### src/rtl/lieat_exu_vpu_vseq16.sv
// Element sequencer in front of the 16-bit vector ALU lane: issues vl element pairs, packs lane results, keeps tail elements.
// Optional vector-scalar operand form (.vx) is built when LIEAT_VPU_VX_EN is defined.
module lieat_exu_vpu_vseq16 #(
  parameter int VLEN = 128,
  parameter int ELEN = 16,
  parameter int VLW  = 4
) (
  input  logic            clock,
  input  logic            reset,
  input  logic            seq_i_valid,
  output logic            seq_i_ready,
  input  logic [VLEN-1:0] seq_i_vs1,
  input  logic [VLEN-1:0] seq_i_vs2,
  input  logic [VLEN-1:0] seq_i_old_vd,
  input  logic [VLW-1:0]  seq_i_vl,
  input  logic [4:0]      seq_i_vd_idx,
  input  logic            seq_i_vadd,
  input  logic            seq_i_vsub,
  input  logic            seq_i_vrsub,
`ifdef LIEAT_VPU_VX_EN
  input  logic            seq_i_vx,
  input  logic [ELEN-1:0] seq_i_rs1,
`endif
  output logic            vunit_valid,
  output logic [ELEN-1:0] vunit_op1,
  output logic [ELEN-1:0] vunit_op2,
  output logic            vunit_vadd,
  output logic            vunit_vsub,
  output logic            vunit_vrsub,
  input  logic            vunit_o_valid,
  input  logic [ELEN-1:0] vunit_o_data,
  output logic            seq_o_valid,
  input  logic            seq_o_ready,
  output logic [VLEN-1:0] seq_o_vd,
  output logic [4:0]      seq_o_vd_idx
);

  localparam int NELEM = VLEN / ELEN;
  localparam int IW    = $clog2(NELEM);
  localparam logic [VLW-1:0] VL_MAX = VLW'(NELEM);

  typedef enum logic [1:0] {S_IDLE, S_RUN, S_DONE} state_t;

  state_t                      r_state;
  state_t                      w_state_nxt;
  logic                        w_accept;
  logic                        w_lane_wr;
  logic [VLW-1:0]              w_vl_clamp;
  logic [IW-1:0]               r_idx;
  logic [VLW-1:0]              r_vl;
  logic [4:0]                  r_vd_idx;
  logic                        r_vadd;
  logic                        r_vsub;
  logic                        r_vrsub;
  logic [NELEM-1:0][ELEN-1:0]  r_vs1;
  logic [NELEM-1:0][ELEN-1:0]  r_vs2;
  logic [NELEM-1:0][ELEN-1:0]  r_res;
`ifdef LIEAT_VPU_VX_EN
  logic                        r_vx;
  logic [ELEN-1:0]             r_rs1;
`endif

  assign w_vl_clamp = (seq_i_vl > VL_MAX) ? VL_MAX : seq_i_vl;

  always_ff @(posedge clock) begin
    if (reset) r_state <= S_IDLE;
    else       r_state <= w_state_nxt;
  end

  always_comb begin
    w_state_nxt = r_state;
    seq_i_ready = 1'b0;
    vunit_valid = 1'b0;
    seq_o_valid = 1'b0;
    w_accept    = 1'b0;
    w_lane_wr   = 1'b0;
    case (r_state)
      S_IDLE: begin
        seq_i_ready = 1'b1;
        if (seq_i_valid) begin
          w_accept    = 1'b1;
          w_state_nxt = (w_vl_clamp == '0) ? S_DONE : S_RUN;
        end
      end
      S_RUN: begin
        vunit_valid = 1'b1;
        // A low lane valid is a stall: index holds and the same element is re-issued.
        if (vunit_o_valid) begin
          w_lane_wr = 1'b1;
          if (VLW'(r_idx) == r_vl - VLW'(1)) w_state_nxt = S_DONE;
        end
      end
      S_DONE: begin
        seq_o_valid = 1'b1;
        if (seq_o_ready) w_state_nxt = S_IDLE;
      end
      default: w_state_nxt = S_IDLE;
    endcase
  end

  // Result register starts as old_vd so elements at or beyond vl stay undisturbed.
  always_ff @(posedge clock) begin
    if (reset) begin
      r_idx    <= '0;
      r_vl     <= '0;
      r_vd_idx <= '0;
      r_vadd   <= 1'b0;
      r_vsub   <= 1'b0;
      r_vrsub  <= 1'b0;
      r_res    <= '0;
`ifdef LIEAT_VPU_VX_EN
      r_vx     <= 1'b0;
`endif
    end else if (w_accept) begin
      r_idx    <= '0;
      r_vl     <= w_vl_clamp;
      r_vd_idx <= seq_i_vd_idx;
      r_vadd   <= seq_i_vadd;
      r_vsub   <= seq_i_vsub;
      r_vrsub  <= seq_i_vrsub;
      r_res    <= seq_i_old_vd;
`ifdef LIEAT_VPU_VX_EN
      r_vx     <= seq_i_vx;
`endif
    end else if (w_lane_wr) begin
      r_res[r_idx] <= vunit_o_data;
      r_idx        <= r_idx + IW'(1);
    end
  end

  always_ff @(posedge clock) begin
    if (w_accept) begin
      r_vs1 <= seq_i_vs1;
      r_vs2 <= seq_i_vs2;
`ifdef LIEAT_VPU_VX_EN
      r_rs1 <= seq_i_rs1;
`endif
    end
  end

  assign vunit_op1 = r_vs2[r_idx];
`ifdef LIEAT_VPU_VX_EN
  assign vunit_op2 = r_vx ? r_rs1 : r_vs1[r_idx];
`else
  assign vunit_op2 = r_vs1[r_idx];
`endif
  assign vunit_vadd   = r_vadd;
  assign vunit_vsub   = r_vsub;
  assign vunit_vrsub  = r_vrsub;
  assign seq_o_vd     = r_res;
  assign seq_o_vd_idx = r_vd_idx;

endmodule

### config.mk
export PLATFORM = sky130hd
export DESIGN_NAME = lieat_exu_vpu_vseq16
export DESIGN_NICKNAME = d
export VERILOG_FILES = /design/src/rtl/lieat_exu_vpu_vseq16.sv
export SDC_FILE = /design/constraint.sdc
export NUM_CORES = 1
export LEC_CHECK = 0
export BUFFER_PORTS_ARGS = -buffer_cell sky130_fd_sc_hd__buf_2
export CORE_AREA = 2 2 232 234
export DETAILED_ROUTE_END_ITERATION = 7
export DIE_AREA = 0 0 234 236
export SETUP_SLACK_MARGIN = 0.3
export SLEW_MARGIN = 20
export SYNTH_ARGS = -nofsm -noshare
export SYNTH_HDL_FRONTEND = slang
export SYNTH_SLANG_ARGS = --single-unit
### constraint.sdc
create_clock -name clock -period 6.3 [get_ports clock]
set_input_delay 0.315 -clock clock [delete_from_list [all_inputs] [get_ports clock]]
set_output_delay 0.315 -clock clock [all_outputs]
set_load 0.02 [all_outputs]
==> impl_metrics.json, run 1 <==
{
  "nNetsFinal": 2378,
  "cpLargestDelayFamily": "buffers and inverters",
  "final_layout_size_suffix_gt1_share_pct": 37.5,
  "tightestPinTransition_ns": 1.11,
  "grt.met3_usage_pct": 5.44,
  "fin_skew_ns": 0.0202,
  "drc": 0,
  "overflow": 0,
  "cpPeakStageDelay_ns": 0.72,
  "synth_ff_type": "edfxtp_1",
  "synth_common_cells": "256 x edfxtp_1, 145 x dfxtp_1, 143 x nor2_1, 139 x mux2i_1, 130 x a211oi_1",
  "min_path_cells": 3,
  "globalRouteMet2Util_pct": 37.8,
  "die_h_um": 236,
  "path_buf_inv": 2,
  "place.gp.congestion": 0.867,
  "timing.max_cap.violations": 0,
  "ios": 588,
  "critPathRequiredTime_ns": 5.98,
  "ys_types": 51,
  "cts_resized": 0,
  "power_frac_seq_pct": 48.0,
  "finalPower_w": 0.00640,
  "antenna_found_initial": 10,
  "syn_avg_cell_area_um2": 14.3,
  "status": "finished clean",
  "synth_seq_cells": 401,
  "clock_sinks": 401,
  "clk_path_buf_depth": 3,
  "dr.first_iter.drc_count": 595,
  "ff2ff_path_depth": 5,
  "grt_pass1_wl_mm": 85.7,
  "numCtsBuffers": 44,
  "die_w_um": 234,
  "combPwrFrac_pct": 13.6,
  "cts-root-buf": "clkbuf_16",
  "grt_pass1_vias": 13700,
  "initial_utilization_pct": 30.6,
  "arrival_ns": 3.13,
  "start_kind": "flop",
  "htree_levels": 2,
  "finalCritPeriodShare_pct": 54.7,
  "slew_headroom_pct": 26.1,
  "hold_violations": 0,
  "synth_top_cell_area_share_pct": 47.3,
  "synth_area_leaders": "edfxtp_1 47%, dfxtp_1 18%, mux2i_1 8.6%",
  "finalSetupViolCount": 0,
  "crit_chain": "buf_4, nor2b_1, a22o_1, a22oi_1, o221ai_1, buf_2",
  "ir_worst_vdd_v": 0.000204,
  "hold_path.class": "primary input to flop",
  "crit_fanout": 37,
  "wl_per_cell_um": 22.1,
  "p_int_w": 0.00477,
  "cellLeakagePower_nw": 9.66,
  "hpwl_mm": 39.6,
  "portBuffers": 587,
  "dr.pass1.iters": 5,
  "synth_largest_area_cell": "edfxtp_1",
  "cp-end-kind": "primary output",
  "grt_busiest_layer": "met2",
  "seq_area_frac_synth_pct": 65.2,
  "maxSlewViolCount": 0,
  "crit_type": "flop to primary output",
  "final_util_pct": 44.9,
  "critPathSlowestCell": "buf_4",
  "yosysWarningCount": 0,
  "powerDensity_nw_per_um2": 268,
  "num-fill-cells": 4715,
  "synthMostInstantiatedCell": "edfxtp_1",
  "synth_edf_count": 256,
  "area_growth_pct": 46.8,
  "drt_wl_total_mm": 59.5,
  "rsz0062_at_grt": "no",
  "synth_async_sr_flop_share_pct": 0,
  "max_freq_mhz": 290,
  "switchingPower_w": 0.00163,
  "post-cts-setup-buffer-count": 0,
  "clkTransAtPathRegs_ns": 0.06,
  "p_sw_share_pct": 25.4,
  "power_frac_clock_pct": 38.4,
  "grt_max_degree": 226,
  "netlist_area_um2": 16300,
  "cts_tree": "built",
  "rows": 85,
  "setup_tns_ns": 0,
  "ant_nets": 0,
  "cp_num_cells": 6,
  "synthesis.nets": 1557,
  "grtUsageMet1_pct": 22.8,
  "postSynthCellCount": 1138,
  "dieArea_um2": 55200,
  "clock_latency_ns": 0.58,
  "dr_total_vias": 13200,
  "fp.coreArea_um2": 53100,
  "vias_per_cell": 4.89,
  "fin_crit_ns": 3.44,
  "track_usage_pct": 20.9
}
-- worst min-delay path, cell delays in order --
cell and delay (ns):
buf_2 0.09, nor2_1 0.09, a211oi_1 0.05
-- area by class of cell --
type / count / area (um2) / share of cell area (%)
inverter: 7 / 33.8 / 0.142
sequential: 401 / 10600 / 44.4
clock buffer: 60 / 1200 / 5.04
timing repair buffer: 875 / 5820 / 24.4
clock inverter: 19 / 153 / 0.640
antenna: 8 / 20.0 / 0.0839
multi-input combinational: 630 / 5150 / 21.6
tap: 696 / 871 / 3.65
-- per-layer routing --
metal	vias up	wire, um
li1	6020	-
met1	6417	21500
met2	623	30800
met3	121	4710
met4	6	2420
met5	-	33
-- timing repair --
item / in CTS / in global routing
hold endpoints to repair: 277 / 0
endpoints found under the setup margin: 0 / 0
hold buffers: 277 / 0
-- path summary, 6_finish.rpt --
| check | startpoint | endpoint | slack [ns] |
|---|---|---|---|
| hold reg to reg | seq_o_vd_idx[3] | seq_o_vd_idx[3] | 0.46 |
| setup / recovery | r_idx[0] | vunit_op2[3] | 2.86 |
| setup reg to reg | r_idx[0] | seq_o_vd[118] | 3.20 |
| hold / removal | seq_i_old_vd[19] | seq_o_vd[19] | 0.04 |
-- sequential cells by signal (all words and copies together) (netlist names), 2 cells and up --
register      cells
r_vs1           128
r_vs2           128
seq_o_vd        128
seq_o_vd_idx      5
r_vl              4
r_idx             3
r_state           2
-- power groups by stage --
stage	registers (W)	clock network (W)	logic, W
floorplan	0.00320	0	0.000312
global placement	0.00312	0	0.000718
detailed placement	0.00312	0	0.000726
CTS	0.00307	0.00251	0.000866
global route	0.00309	0.00263	0.000933
finish	0.00307	0.00246	0.000870
-- logic make-up after synthesis --
family | Yosys count | synth area share [%]
flip-flops | 401 | 65.2
AND/OR/NAND/NOR | 211 | 6.04
multiplexers | 210 | 16.0
AO/OA/AOI/OAI | 202 | 9.22
adder cells (fa/ha/maj) | 2 | 0.154
XOR/XNOR | 5 | 0.270
buffers and inverters | 107 | 3.16
-- per-stage QoR --
step                      setup WS, ns  cell area [um2]  hold slack, ns  instances
after floorplan                   1.58            16300           0.414       1138
after global placement            3.16            19700           0.439       2332
after detailed placement          3.15            19700           0.446       2332
after CTS                         2.68            23800         0.00121       2688
after global routing              2.61            23900         0.00546       2695
final                             2.86            23900          0.0362       2696
-- layout by cell type (no fill, tap or decap), types with 3 or more instances in the layout --
cell,instances
mux2i_1,139
nor3b_1,3
a22oi_1,20
xor2_1,3
nor2b_1,5
dfxtp_4,3
a211oi_1,130
a21oi_1,15
mux4_2,36
a221oi_1,8
dlygate4sd3_1,277
clkinv_1,6
diode_2,8
nand2_1,32
clkbuf_1,13
nor3_1,5
nor4_4,3
dfxtp_1,142
o221ai_1,6
buf_4,10
mux2_2,35
a22o_1,8
inv_1,5
clkinv_2,6
o21ai_0,5
o22ai_1,3
buf_2,586
nor2_1,143
edfxtp_1,256
clkbuf_16,45
Power figures use the tool's default switching activity.
==> run 2: changes to the inputs <==
- CORE_AREA: 2 2 232 234 -> 2 2 230 232
- DIE_AREA: 0 0 234 236 -> 0 0 232 234
- clock period: 6.3 -> 3.1 ns (I/O delays scaled with it)
==> impl_metrics.json, run 2 (same netlist as run 1, synthesis figures left out) <==
{
  "place_area_um2": 19900,
  "crit_type": "flop to primary output",
  "ant_nets": 0,
  "min_path_cells": 3,
  "dp.cells": 2339,
  "grt_pass1_wl_mm": 87.3,
  "finalPower_w": 0.0136,
  "layout.cells.non_filler": 2842,
  "cts-root-buf": "clkbuf_16",
  "grt_pass1_vias": 14100,
  "r2r-end": "seq_o_vd[14]",
  "htree_levels": 2,
  "reg2reg_from": "r_idx[0]",
  "final_common_cell": "buf_2",
  "tightestPinTransition_ns": 0.895,
  "initial_utilization_pct": 31.2,
  "max_freq_mhz": 377,
  "whs_ns": 0.0432,
  "fin_skew_ns": 0.0148,
  "ir_worst_vdd_v": 0.000441,
  "crit_fanout": 18,
  "overflow": 0,
  "arrival_ns": 2.49,
  "finalCritPeriodShare_pct": 85.5,
  "vias_per_cell": 4.86,
  "final_layout_size_suffix_gt1_share_pct": 36.4,
  "dr.first_iter.drc_count": 803,
  "cellLeakagePower_nw": 10.5,
  "die_w_um": 232,
  "area_growth_pct": 57.7,
  "fp.coreArea_um2": 52000,
  "fin_crit_ns": 2.65,
  "setup_tns_ns": 0,
  "rrSetupSlack_ns": 0.53,
  "slew_headroom_pct": 40.1,
  "clock_sinks": 401,
  "ff2ff_path_depth": 4,
  "grt_max_degree": 141,
  "finalSetupViolCount": 0,
  "die_h_um": 234,
  "timing.max_cap.violations": 0,
  "num-fill-cells": 4371,
  "rows": 84,
  "hold_path.class": "primary input to flop",
  "rsz0062_at_grt": "no",
  "ios": 588,
  "drc": 0,
  "maxSlewViolCount": 0,
  "holdPathEnd": "seq_o_vd[63]",
  "portBuffers": 587,
  "dr.pass1.iters": 5,
  "antenna_found_initial": 6,
  "track_usage_pct": 21.5,
  "hold_violations": 0,
  "status": "finished clean",
  "multi_input_area_um2": 5160,
  "clk_path_buf_depth": 3,
  "place.gp.congestion": 0.838,
  "dr_total_vias": 13800,
  "drt_wl_total_mm": 61.4,
  "hpwl_mm": 39.6,
  "cts_tree": "built",
  "numCtsBuffers": 44,
  "cp-end-kind": "primary output",
  "worstHoldStart": "vunit_o_data[15]",
  "regArea_um2": 10600,
  "wl_per_cell_um": 21.6,
  "final_area_um2": 25600,
  "critPathRequiredTime_ns": 2.94,
  "final_cell_mix": "586 x buf_2, 406 x dlygate4sd3_1, 256 x edfxtp_1",
  "clkTransAtPathRegs_ns": 0.06,
  "nNetsFinal": 2532,
  "clock_latency_ns": 0.58,
  "dieArea_um2": 54300,
  "powerDensity_nw_per_um2": 532,
  "start_kind": "flop"
}
[run 2: metrics by stage]
step,setup WS (ns),utilization (%)
global route,0.311,49.2
detailed placement,0.401,38.2
CTS,0.273,49.1
global placement,0.499,38.2
finish,0.450,49.3
floorplan,0.320,-
[run 2: worst max-delay path, cell delays in order (launching register included)]
cell	delay (ns)
dfxtp_4	0.50
buf_4	0.35
mux2_2	0.42
a221o_1	0.43
buf_2	0.20
[run 2: how the worst max path moves through the flow]
stage / start / endpoint / slack (ns) / cells past startpoint
after global placement: r_idx[1] / seq_o_vd[3] / 0.50 / 4
after detailed placement: r_idx[1] / seq_o_vd[14] / 0.40 / 4
after global routing: r_idx[1] / vunit_op1[7] / 0.31 / 7
after floorplan: r_state[1] / r_vs1[0] / 0.32 / 5
final: r_idx[2] / vunit_op2[12] / 0.45 / 4
after CTS: r_idx[0] / vunit_op1[12] / 0.27 / 6
[run 2: final cells by class]
class                   instances  area share [%]
multi-input cells             630            20.1
diodes                          7          0.0683
flip-flops and latches        401            41.4
clock buffers                  61            4.83
repair buffers               1029            29.1
clock inverters                19            1.01
well taps                     688            3.36
inverters                       7           0.146
[run 2: power by group]
| group | leakage, nW | total (W) | switching (W) | internal, W |
|---|---|---|---|---|
| clock | 0.728 | 0.00547 | 0.00223 | 0.00324 |
| sequential | 3.64 | 0.00622 | 0.000144 | 0.00608 |
| combinational | 6.09 | 0.00195 | 0.00102 | 0.000935 |
| total | 10.5 | 0.0136 | 0.00340 | 0.0102 |
[run 2: metal layers]
metal	global-route usage [%]	part of all wire (%)
met5	0	0
met4	9.33	4.3
met3	4.73	7.2
met2	38.2	50
met1	25.0	38
[run 2: repair_timing]
item,4_1_cts,5_1_grt
gates cloned,1,1
hold buffers,406,0
buffers inserted,3,5
endpoints found under the hold margin,398,0
resized for setup,4,4
endpoints found under the setup margin,13,12
==> run 3: changes to the inputs <==
- CORE_AREA: 2 2 230 232 -> 2 2 232 234
- DIE_AREA: 0 0 232 234 -> 0 0 234 236
- GPL_ROUTABILITY_DRIVEN: not set -> 0
- clock period: 3.1 -> 2.8 ns (I/O delays scaled with it)
==> impl_metrics.json, run 3 (same netlist as run 1, synthesis figures left out) <==
{
  "power_frac_clock_pct": 38.6,
  "critPathRequiredTime_ns": 2.66,
  "powerDensity_nw_per_um2": 577,
  "path_buf_inv": 2,
  "ant_nets": 0,
  "die_w_um": 234,
  "finalPower_w": 0.0148,
  "timing.max_cap.violations": 0,
  "hpwl_mm": 40.2,
  "critPathSlowestCell": "dfxtp_4",
  "crit_chain": "buf_8, mux2_2, a22o_1, a22oi_1, o21ai_0, buf_2",
  "power_frac_seq_pct": 46.7,
  "multi_input_area_um2": 5190,
  "ir_worst_vdd_v": 0.000492,
  "cpPeakStageDelay_ns": 0.45,
  "finalSetupViolCount": 0,
  "overflow": 0,
  "min_path_cells": 3,
  "pre_cts_ws_ns": 0.353,
  "drc": 0,
  "nNetsFinal": 2538,
  "track_usage_pct": 21.1,
  "ff2ff_path_depth": 8,
  "tightestPinTransition_ns": 0.838,
  "clkTransAtPathRegs_ns": 0.06,
  "hold_path.class": "primary input to flop",
  "p_int_w": 0.0111,
  "dieArea_um2": 55200,
  "rsz0062_at_grt": "yes",
  "setup_ws_ns": 0.339,
  "combPwrFrac_pct": 14.6,
  "antenna_found_initial": 5,
  "setup_tns_ns": 0,
  "cellLeakagePower_nw": 10.4,
  "cts_tree": "built",
  "status": "finished clean",
  "grt_pass1_vias": 14200,
  "final_layout_size_suffix_gt1_share_pct": 36.9,
  "finalCritPeriodShare_pct": 87.9,
  "final_cell_mix": "586 x buf_2, 398 x dlygate4sd3_1, 256 x edfxtp_1",
  "drt_wl_total_mm": 60.4,
  "crit_fanout": 11,
  "arrival_ns": 2.32,
  "die_h_um": 236,
  "ios": 588,
  "dr.first_iter.drc_count": 638,
  "wl_per_cell_um": 21.2,
  "max_freq_mhz": 406,
  "numCtsBuffers": 44,
  "p_sw_share_pct": 25.1,
  "initial_utilization_pct": 30.6,
  "hold_violations": 0,
  "crit_type": "flop to primary output",
  "cpLargestDelayFamily": "compound AO/OA/AOI/OAI gates",
  "cts-root-buf": "clkbuf_16",
  "grt_pass1_wl_mm": 86.8,
  "fp.coreArea_um2": 53100,
  "maxSlewViolCount": 0,
  "cp_num_cells": 6,
  "switchingPower_w": 0.00370,
  "clock_latency_ns": 0.57,
  "htree_levels": 2,
  "clk_path_buf_depth": 3,
  "regArea_um2": 10600,
  "clock_sinks": 401,
  "fin_crit_ns": 2.46,
  "dr.pass1.iters": 6,
  "rows": 85,
  "start_kind": "flop",
  "portBuffers": 587,
  "cp-end-kind": "primary output",
  "num-fill-cells": 4591,
  "grt_max_degree": 167,
  "final_common_cell": "buf_2",
  "fin_skew_ns": 0.0128,
  "slew_headroom_pct": 44.2,
  "vias_per_cell": 4.79,
  "area_growth_pct": 57.3,
  "dr_total_vias": 13600
}
## run 3: cell types whose count changed in the layout (fill, tap and decap cells not counted), sizes merged
cell | previous run | this run
buf | 621 | 637
bufbuf | 1 | 0
bufinv | 5 | 2
clkbuf | 62 | 63
clkinv | 10 | 12
clkinvlp | 2 | 0
diode | 7 | 3
dlygate4sd3 | 406 | 398
## run 3: routing by layer
metal  part of all wire [%]  routed length, um  track usage (%)  vias to the layer above
met4                    4.6               2800             9.88                        4
met5                  0.046                 28                0                        -
met2                     50              30100             37.1                      628
met1                     38              23000             23.9                     6541
li1                       -                  -                -                     6338
met3                    7.4               4450             4.99                      133
## run 3: final cells by class
type                       instances  area share [%]
clock buffer                      63            4.87
antenna                            3          0.0294
clock inverter                    16           0.607
inverter                           7           0.132
sequential                       401            41.5
timing repair buffer            1035            29.2
tap                              696            3.41
multi-input combinational        630            20.3
## run 3: path summary, 6_finish.rpt
| path | startpoint | slack [ns] | to |
|---|---|---|---|
| setup / recovery | r_idx[1] | 0.34 | vunit_op1[11] |
| hold / removal | vunit_o_data[6] | 0.05 | seq_o_vd[54] |
| setup reg to reg | r_idx[1] | 0.64 | seq_o_vd[31] |
| hold reg to reg | seq_o_vd_idx[0] | 0.46 | seq_o_vd_idx[0] |
## run 3: timing repair
action,CTS,global route
hold buffers,398,0
buffers inserted,10,5
resized for setup,15,8
setup endpoints to repair,30,23
endpoints found under the hold margin,398,0
pin swaps,0,0
## run 3: power groups by stage
stage               Sequential [W]  Combinational [W]  Clock [W]
finish                     0.00690            0.00216    0.00570
global route               0.00693            0.00231    0.00604
CTS                        0.00689            0.00214    0.00582
detailed placement         0.00702            0.00168          0
global placement           0.00700            0.00166          0
floorplan                  0.00717           0.000706          0
## run 3: stage by stage
stage                     cell area (um2)  std cells  util (%)  hold WS [ns]
after floorplan                     16300       1138         -         0.239
after global placement              20000       2356      37.6         0.316
after detailed placement            20000       2356      37.6         0.318
after CTS                           25500       2843      48.0        0.0237
after global routing                25600       2851      48.2        0.0461
final                               25600       2851      48.2        0.0486
## run 3: worst reg2reg max path, delay by kind of cell, from the launching register on
family	cells	cell delay [ns]
simple gates	2	0.37
buf+inv	4	0.79
mux	1	0.18
compound gates	1	0.30
flops	1	0.40
